===== config.mk =====
export PLATFORM = sky130hd
export DESIGN_NAME = uart_tx_fifo_flat
export DESIGN_NICKNAME = d
export VERILOG_FILES = /design/src/rtl/uart_tx_fifo_if.sv /design/src/rtl/uart_tx_fifo.sv /design/src/flat_wrapper.sv
export SDC_FILE = /design/constraint.sdc
export NUM_CORES = 1
export LEC_CHECK = 0
export BUFFER_PORTS_ARGS = -buffer_cell sky130_fd_sc_hd__buf_2
export CAP_MARGIN = 20
export CORE_ASPECT_RATIO = 1.4
export CORE_UTILIZATION = 25
export CTS_BUF_LIST = sky130_fd_sc_hd__clkbuf_4 sky130_fd_sc_hd__clkbuf_8
export DETAILED_ROUTE_END_ITERATION = 8
export GPL_TIMING_DRIVEN = 0
export SYNTH_ARGS = -nofsm -noshare
export SYNTH_HDL_FRONTEND = slang
export SYNTH_SLANG_ARGS = --single-unit

===== constraint.sdc =====
create_clock -name clk -period 3.6 [get_ports clk]
set_input_delay 0.18 -clock clk [delete_from_list [all_inputs] [get_ports clk]]
set_output_delay 0.18 -clock clk [all_outputs]
set_load 0.02 [all_outputs]

===== src/rtl/uart_tx_fifo_if.sv =====
// uart_tx_fifo_if: producer push/status signals and transmitter handshake of the tx byte FIFO
interface uart_tx_fifo_if #(
  parameter int AW = 4
);
  logic        wr_en;
  logic [7:0]  wr_data;
  logic        flush;
  logic        full;
  logic        empty;
  logic [AW:0] level;
  logic        overflow;
  logic        tx_busy;
  logic        tx_enable;
  logic [7:0]  tx_data;
  modport master (
    output wr_en, wr_data, flush, tx_busy,
    input  full, empty, level, overflow, tx_enable, tx_data
  );
  modport slave (
    input  wr_en, wr_data, flush, tx_busy,
    output full, empty, level, overflow, tx_enable, tx_data
  );
endinterface


===== src/rtl/uart_tx_fifo.sv =====
// uart_tx_fifo: byte FIFO pacing bytes into the UART transmitter, one tx_enable pulse per frame
module uart_tx_fifo #(
  parameter int DEPTH = 16,
  parameter int AW    = 4
) (
  input logic           clk,
  input logic           resetn,
  uart_tx_fifo_if.slave bus
);
  typedef enum logic [1:0] {IDLE, SEND, GAP} state_t;
  state_t        state;
  logic [7:0]    mem [DEPTH];
  logic [AW-1:0] wptr, rptr;
  logic [AW:0]   level;
  logic          overflow, full, empty, push, pop;
  assign full          = level == (AW+1)'(DEPTH);
  assign empty         = level == '0;
  assign bus.full      = full;
  assign bus.empty     = empty;
  assign bus.level     = level;
  assign bus.overflow  = overflow;
  // flush wins over both a push and a fresh pop in the same cycle
  assign push = bus.wr_en && !full && !bus.flush;
  assign pop  = state == IDLE && !empty && !bus.tx_busy && !bus.flush;
  always_ff @(posedge clk)
    if (push) mem[wptr] <= bus.wr_data;
  always_ff @(posedge clk or negedge resetn)
    if (!resetn) begin
      wptr     <= '0;
      rptr     <= '0;
      level    <= '0;
      overflow <= 1'b0;
    end else if (bus.flush) begin
      wptr     <= '0;
      rptr     <= '0;
      level    <= '0;
      overflow <= 1'b0;
    end else begin
      if (push) wptr <= wptr + 1'b1;
      if (pop) rptr <= rptr + 1'b1;
      level <= level + (AW+1)'(push) - (AW+1)'(pop);
      if (bus.wr_en && full) overflow <= 1'b1;
    end
  // GAP gives the transmitter one cycle to raise tx_busy before IDLE looks at it
  always_ff @(posedge clk or negedge resetn)
    if (!resetn) begin
      state         <= IDLE;
      bus.tx_enable <= 1'b0;
      bus.tx_data   <= 8'h00;
    end else begin
      case (state)
        IDLE: if (pop) begin
          state         <= SEND;
          bus.tx_enable <= 1'b1;
          bus.tx_data   <= mem[rptr];
        end
        SEND: begin
          state         <= GAP;
          bus.tx_enable <= 1'b0;
        end
        default: state <= IDLE;
      endcase
    end
endmodule


===== src/flat_wrapper.sv =====
// flat-port wrapper written by rule: the top's interface ports become plain ports
module uart_tx_fifo_flat 
#(
  parameter int DEPTH = 16,
  parameter int AW    = 4
)
  (clk, resetn, bus_wr_en, bus_wr_data, bus_flush, bus_tx_busy, bus_full, bus_empty, bus_level, bus_overflow, bus_tx_enable, bus_tx_data);
  uart_tx_fifo_if #(.AW(AW)) bus_i ();
  input logic clk;
  input logic resetn;
  input wire logic [$bits(bus_i.wr_en)-1:0] bus_wr_en;
  input wire logic [$bits(bus_i.wr_data)-1:0] bus_wr_data;
  input wire logic [$bits(bus_i.flush)-1:0] bus_flush;
  input wire logic [$bits(bus_i.tx_busy)-1:0] bus_tx_busy;
  output wire logic [$bits(bus_i.full)-1:0] bus_full;
  output wire logic [$bits(bus_i.empty)-1:0] bus_empty;
  output wire logic [$bits(bus_i.level)-1:0] bus_level;
  output wire logic [$bits(bus_i.overflow)-1:0] bus_overflow;
  output wire logic [$bits(bus_i.tx_enable)-1:0] bus_tx_enable;
  output wire logic [$bits(bus_i.tx_data)-1:0] bus_tx_data;
  assign bus_i.wr_en = bus_wr_en;
  assign bus_i.wr_data = bus_wr_data;
  assign bus_i.flush = bus_flush;
  assign bus_i.tx_busy = bus_tx_busy;
  assign bus_full = bus_i.full;
  assign bus_empty = bus_i.empty;
  assign bus_level = bus_i.level;
  assign bus_overflow = bus_i.overflow;
  assign bus_tx_enable = bus_i.tx_enable;
  assign bus_tx_data = bus_i.tx_data;
  uart_tx_fifo #(.DEPTH(DEPTH), .AW(AW)) u_core (.clk(clk), .resetn(resetn), .bus(bus_i));
endmodule

Word level (Yosys, flattened, before mapping):

Memory sizes are Yosys's and may differ from the RTL's. A register that Yosys moved wholly into a read port is not among the register bits.
Index checks and enable logic that the tools add are counted.

* add/subtract/negate cells: 4
* eq/ne operators: 3
* muxes and demuxes: 13
* reduce and logical (&&, ||, !) cells: 19

Operator list (count)
* 2-to-1 mux 4 bit: 4
* adder 4 x 1 -> 4 bit (second input constant): 2
* nonzero test 2 bit: 4
* logical AND 1 bit: 6
* adder 5 x 1 -> 5 bit: 1
* equality test 5 bit (second input constant): 1
* zero test 1 bit: 5
* zero test 5 bit: 1
* 2-to-1 mux 1 bit: 5
* 2-to-1 mux 5 bit: 1
* subtractor 5 x 1 -> 5 bit: 1
* one-hot mux 2 bit (2 select lines): 1
* AND reduction 2 bit: 2
* equality test 2 x 1 -> 1 bit (second input constant): 1
* zero test 2 bit: 1
* 2-to-1 mux 2 bit: 1
* inequality test 2 x 1 -> 1 bit (second input constant): 1
* one-hot mux 1 bit (2 select lines): 1

* bits in registers: 17
* memory bits (writable): 128
* input bits: 13
* output and inout port bits: 17
* word-level logic and storage cells: 46
* memories kept: 1

Memories
* u_core.mem: depth 16, bits a word 8, read ports 1, clocked after Yosys merged registers in 1, write ports 1, RTL line uart_tx_fifo.sv:12 `logic [7:0] mem [DEPTH];`

Logic depth before layout (Yosys ltp):

* depth after elaboration: 7
* mapped depth: 16

Least setup slack after synthesis:

No wires, ideal clock.

* kind: register to register
* from: register u_core.level[3] (netlist: u_core.bus.level[3])
* to: register u_core.level[4] (netlist: u_core.bus.level[4])
* setup time: 135 ps
* data arrival time: 2901 ps
* setup slack: 564 ps
* cell stages (with the launch flop): 17
* period minus slack after synthesis: 3036 ps
* cells stage by stage: dfrtp_1 inv_1 ha_1 or4b_1 clkbuf_1 nand2_2 buf_4 inv_1 ha_1 inv_1 ha_1 inv_1 fa_1 nor2b_1 o21bai_1 a21oi_1 nor3b_1

* longest elaborated chain between the ends: 7
* elaborated cells on any way between the ends: 12
* those cells by class: 2 x add/sub; 1 x eq/ne; 1 x mux; 8 x reduce/logical

RTL lines
* from (decl): RTL line uart_tx_fifo.sv:14 `logic [AW:0] level;`
* from (signal assigned): RTL line uart_tx_fifo.sv:41 `level <= level + (AW+1)'(push) - (AW+1)'(pop);`
* equality test 5 bit or zero test 5 bit (tied branches): RTL line uart_tx_fifo.sv:16, uart_tx_fifo.sv:17
* zero test 1 bit (on tied branches): RTL line uart_tx_fifo.sv:23, uart_tx_fifo.sv:24
* logical AND 1 bit (on tied branches) (2 in a row): RTL line uart_tx_fifo.sv:23, uart_tx_fifo.sv:24
* adder 5 x 1 -> 5 bit or logical AND 1 bit (tied branches): RTL line uart_tx_fifo.sv:41, uart_tx_fifo.sv:24
* subtractor 5 x 1 -> 5 bit (*): RTL line uart_tx_fifo.sv:41
* 2-to-1 mux 5 bit (*): RTL line uart_tx_fifo.sv:33 `end else if (bus.flush) begin`

Every way passes the cells marked *; elsewhere a longest branch is shown, timed or not.
A chain may end at the register's enable or synchronous reset.

Worst setup path after layout:

Ends and elaborated chain as after synthesis.

==> impl_metrics.csv <==
group,metric,value,unit
clocking,root_buffer,"clkbuf_8",
floorplanning,die_w,136,um
yosys,ys_seq_area_share,70.9,%
power,ir_drop,0.000322,V
placed_design,placed_area,6910,um^2
floorplanning,io_pins,30,
sta,finalClockSkew,0.0185,ns
yosys,ys_ff_latch,153,
global_route,gr-total-overflow,0,
finish,nFillCells,2434,
setup_path,critPathCaptureType,"flip-flop",
detailed_routing,wl_met2,7640,um
detailed_routing,num_vias,3242,
detailed_routing,drt-wirelength-per-cell,18.5,um
yosys,yosysTopAreaCellShare,61.0,%
setup_path,startpoint_type,"flip-flop",
power,p_int,0.00302,W
detailed_routing,wirelength_met1,4760,um
setup_path,path_max_fanout,10,
finish,layout_common_cells,"128 x edfxtp_1, 32 x buf_2, 25 x dfrtp_1, 24 x mux4_1, 18 x nor2_1",
finish,final_common_cell,"edfxtp_1",
floorplanning,rows,68,
placed_design,io_buffers,29,
global_route,grt_pass1_wl,20300,um
power,p_leak,2.58,nW
sta,hold_viol,0,
floorplanning,core,24700,um^2
yosys,synth-async-reset-ratio,16.3,%
global_route,grt_max_degree,26,
sta,fmax,0.302,GHz
finish,area_delta_synth_final,15.8,%
sta,worst_pin_slew,0.920,ns
finish,finalNetCount,421,
worst_hold_path,hold_path_class,"in -> reg",
clocking,cts.sinks,153,
power,swShare,30.5,%
placed_design,place_hpwl,9350,um
setup_path,cp.arrival,3.64,ns
detailed_routing,dr.pass1.iters,4,
setup_path,worstSetupPathType,"reg -> reg",
floorplanning,die_h,190,um
detailed_routing,first_iter_violations,259,
yosys,synthFlopType,"edfxtp_1",
yosys,yosys.area.top_type,"edfxtp_1",
power,pwr-share-comb,23.0,%
yosys,syn-num-nets,366,
clocking,cts_buffers,17,
placed_design,gp_congestion,0.754,
sta,rsz0062_at_grt,"false",
detailed_routing,via_per_inst,4.47,
sta,min_period,3.32,ns
yosys,synth_area_per_cell,18.5,um^2
detailed_routing,routed-wl-met3,557,um
finish,layout-drive-gt1-share,22.0,%
detailed_routing,highest_layer,"met5",
global_route,grtUsageTotal,11.2,%
yosys,synthCells,341,
power,p_sw,0.00133,W
power,p_per_area,596,nW/um^2
sta,slew_violations,0,
detailed_routing,drt_wl_total,13400,um
power,p_seq_share,48.7,%
run,drv_cap,0,
clocking,cts.clk_slew.worst_paths,0.09,ns
yosys,ys_top_cells_by_area,"edfxtp_1 61%, mux4_1 10%, dfrtp_1 9.9%",
power,power_frac_clock,28.3,%
outcome,status,"complete, no violations",
yosys,ys_warn_count,0,
setup_path,crit_required,3.92,ns
sta,fin_ws,0.283,ns
detailed_routing,drc,0,
yosys,syn_area,6310,um^2
finish,final_cell_area,7300,um^2
placed_design,pre_cts_ws,0.220,ns
sta,slew_headroom,38.3,%
sta,setup_viol,0,
sta,setup_tns,0,ns
clocking,htree_levels,4,
floorplanning,dieArea,25900,um^2
sta,period_share,92.1,%
clocking,cts_tree,"done",
floorplanning,start_util,25.6,%
clocking,clk_path_buf_depth,2,
clocking,clk_latency,0.46,ns
yosys,synth_cell_types,36,
yosys,synth-edff-count,128,
global_route,antenna_found_initial,5,
detailed_routing,final_antenna_net_count,0,
global_route,grt_pass1_vias,3444,
==> critical path: stages (launching register included) <==
cell and delay, ns:
dfrtp_1 0.41, inv_1 0.10, ha_1 0.16, or4b_1 0.45, clkbuf_1 0.20, nand2_4 0.16
buf_4 0.21, inv_1 0.06, ha_1 0.26, inv_1 0.05, ha_1 0.16, inv_1 0.05
fa_1 0.37, nor2b_1 0.18, o21bai_1 0.11, a21oi_1 0.16, nor3b_1 0.06
==> registers in the layout (all words and copies together), names as in the netlist <==
signal,count
u_core.bus.level,5
u_core.bus.overflow,1
u_core.bus.tx_data,8
u_core.bus.tx_enable,1
u_core.mem,128
u_core.rptr,4
u_core.state,2
u_core.wptr,4
==> layer usage <==
layer / up-vias / global-route usage, %
met3: 26 / 3.09
met1: 1670 / 11.0
met2: 70 / 20.8
li1: 1468 / -
met5: - / 0
met4: 8 / 6.03
==> kinds of logic (layout without fill, tap and decap cells) <==
logic type,after synthesis,count (layout),share of synthesized area [%]
AO/OA/AOI/OAI,31,31,3.33
XOR/XNOR,8,8,1.11
adder cells (fa/ha/maj),12,12,2.50
buffers and inverters,34,102,2.74
flip-flops,153,153,70.9
multiplexers,41,41,14.3
other,0,1,0
AND/OR/NAND/NOR,62,62,5.16
==> cell usage after synthesis (5+ instances only) <==
| cell | number |
|---|---|
| and3_1 | 6 |
| xor2_1 | 5 |
| nor3_1 | 8 |
| ha_1 | 11 |
| nor2_1 | 18 |
| dfrtp_1 | 25 |
| a21o_1 | 9 |
| nand3_1 | 7 |
| a21oi_1 | 5 |
| clkbuf_1 | 7 |
| mux2i_1 | 9 |
| edfxtp_1 | 128 |
| o22ai_1 | 8 |
| inv_1 | 15 |
| a211oi_1 | 8 |
| mux4_2 | 8 |
| mux4_1 | 24 |
| nor2b_1 | 5 |
| nand2_1 | 5 |
==> final timing paths <==
path | slack [ns] | depth (start not counted) | start | endpoint
worst min-delay path | 0.02 | 3 | bus_wr_en | u_core.bus.overflow
worst max register to register | 0.28 | 16 | u_core.bus.level[3] | u_core.bus.level[4]
worst max-delay path | 0.28 | 16 | u_core.bus.level[3] | u_core.bus.level[4]
min in group asynchronous | 0.25 | 2 | resetn | u_core.bus.overflow
max in group asynchronous | 2.93 | 2 | resetn | u_core.bus.tx_data[5]
worst min register to register | 0.49 | 1 | u_core.bus.tx_data[7] | u_core.bus.tx_data[7]
==> final cells by class <==
cell class                      count  area, um^2  share of cell area [%]
Sequential cell                   153        4470                    61.2
Multi-Input combinational cell    154        1690                    23.2
Tap cell                          315         394                    5.40
Clock buffer                       17         234                    3.20
Timing Repair Buffer               36         200                    2.74
Clock inverter                     15         140                    1.92
Buffer                             19         116                    1.59
Inverter                           15        56.3                   0.771
Antenna cell                        1        2.50                  0.0343
==> stage by stage <==
| stage | power (W) | utilization, % | cells | hold slack (ns) |
|---|---|---|---|---|
| after floorplan | 0.00285 | - | 341 | -0.116 |
| after detailed placement | 0.00317 | 28.0 | 691 | 0.234 |
| after global routing | 0.00457 | 29.6 | 724 | 0.0250 |
| final | 0.00435 | 29.6 | 725 | 0.0223 |
| after CTS | 0.00440 | 29.6 | 724 | 0.00532 |
| after global placement | 0.00313 | 27.7 | 685 | 0.214 |
==> power by group through the flow <==
stage | Combinational (W) | Clock (W) | Sequential [W]
floorplan | 0.000613 | 0 | 0.00224
global placement | 0.000981 | 0 | 0.00215
detailed placement | 0.00101 | 0 | 0.00216
CTS | 0.00101 | 0.00127 | 0.00212
global route | 0.00110 | 0.00133 | 0.00213
finish | 0.000999 | 0.00123 | 0.00212
==> timing repair <==
action	CTS	global route
setup buffers	0	0
hold buffers	1	0
resized for setup	0	1
setup endpoints to repair	0	1
endpoints found under the hold margin	25	0
(Power assumes the default switching activity.)
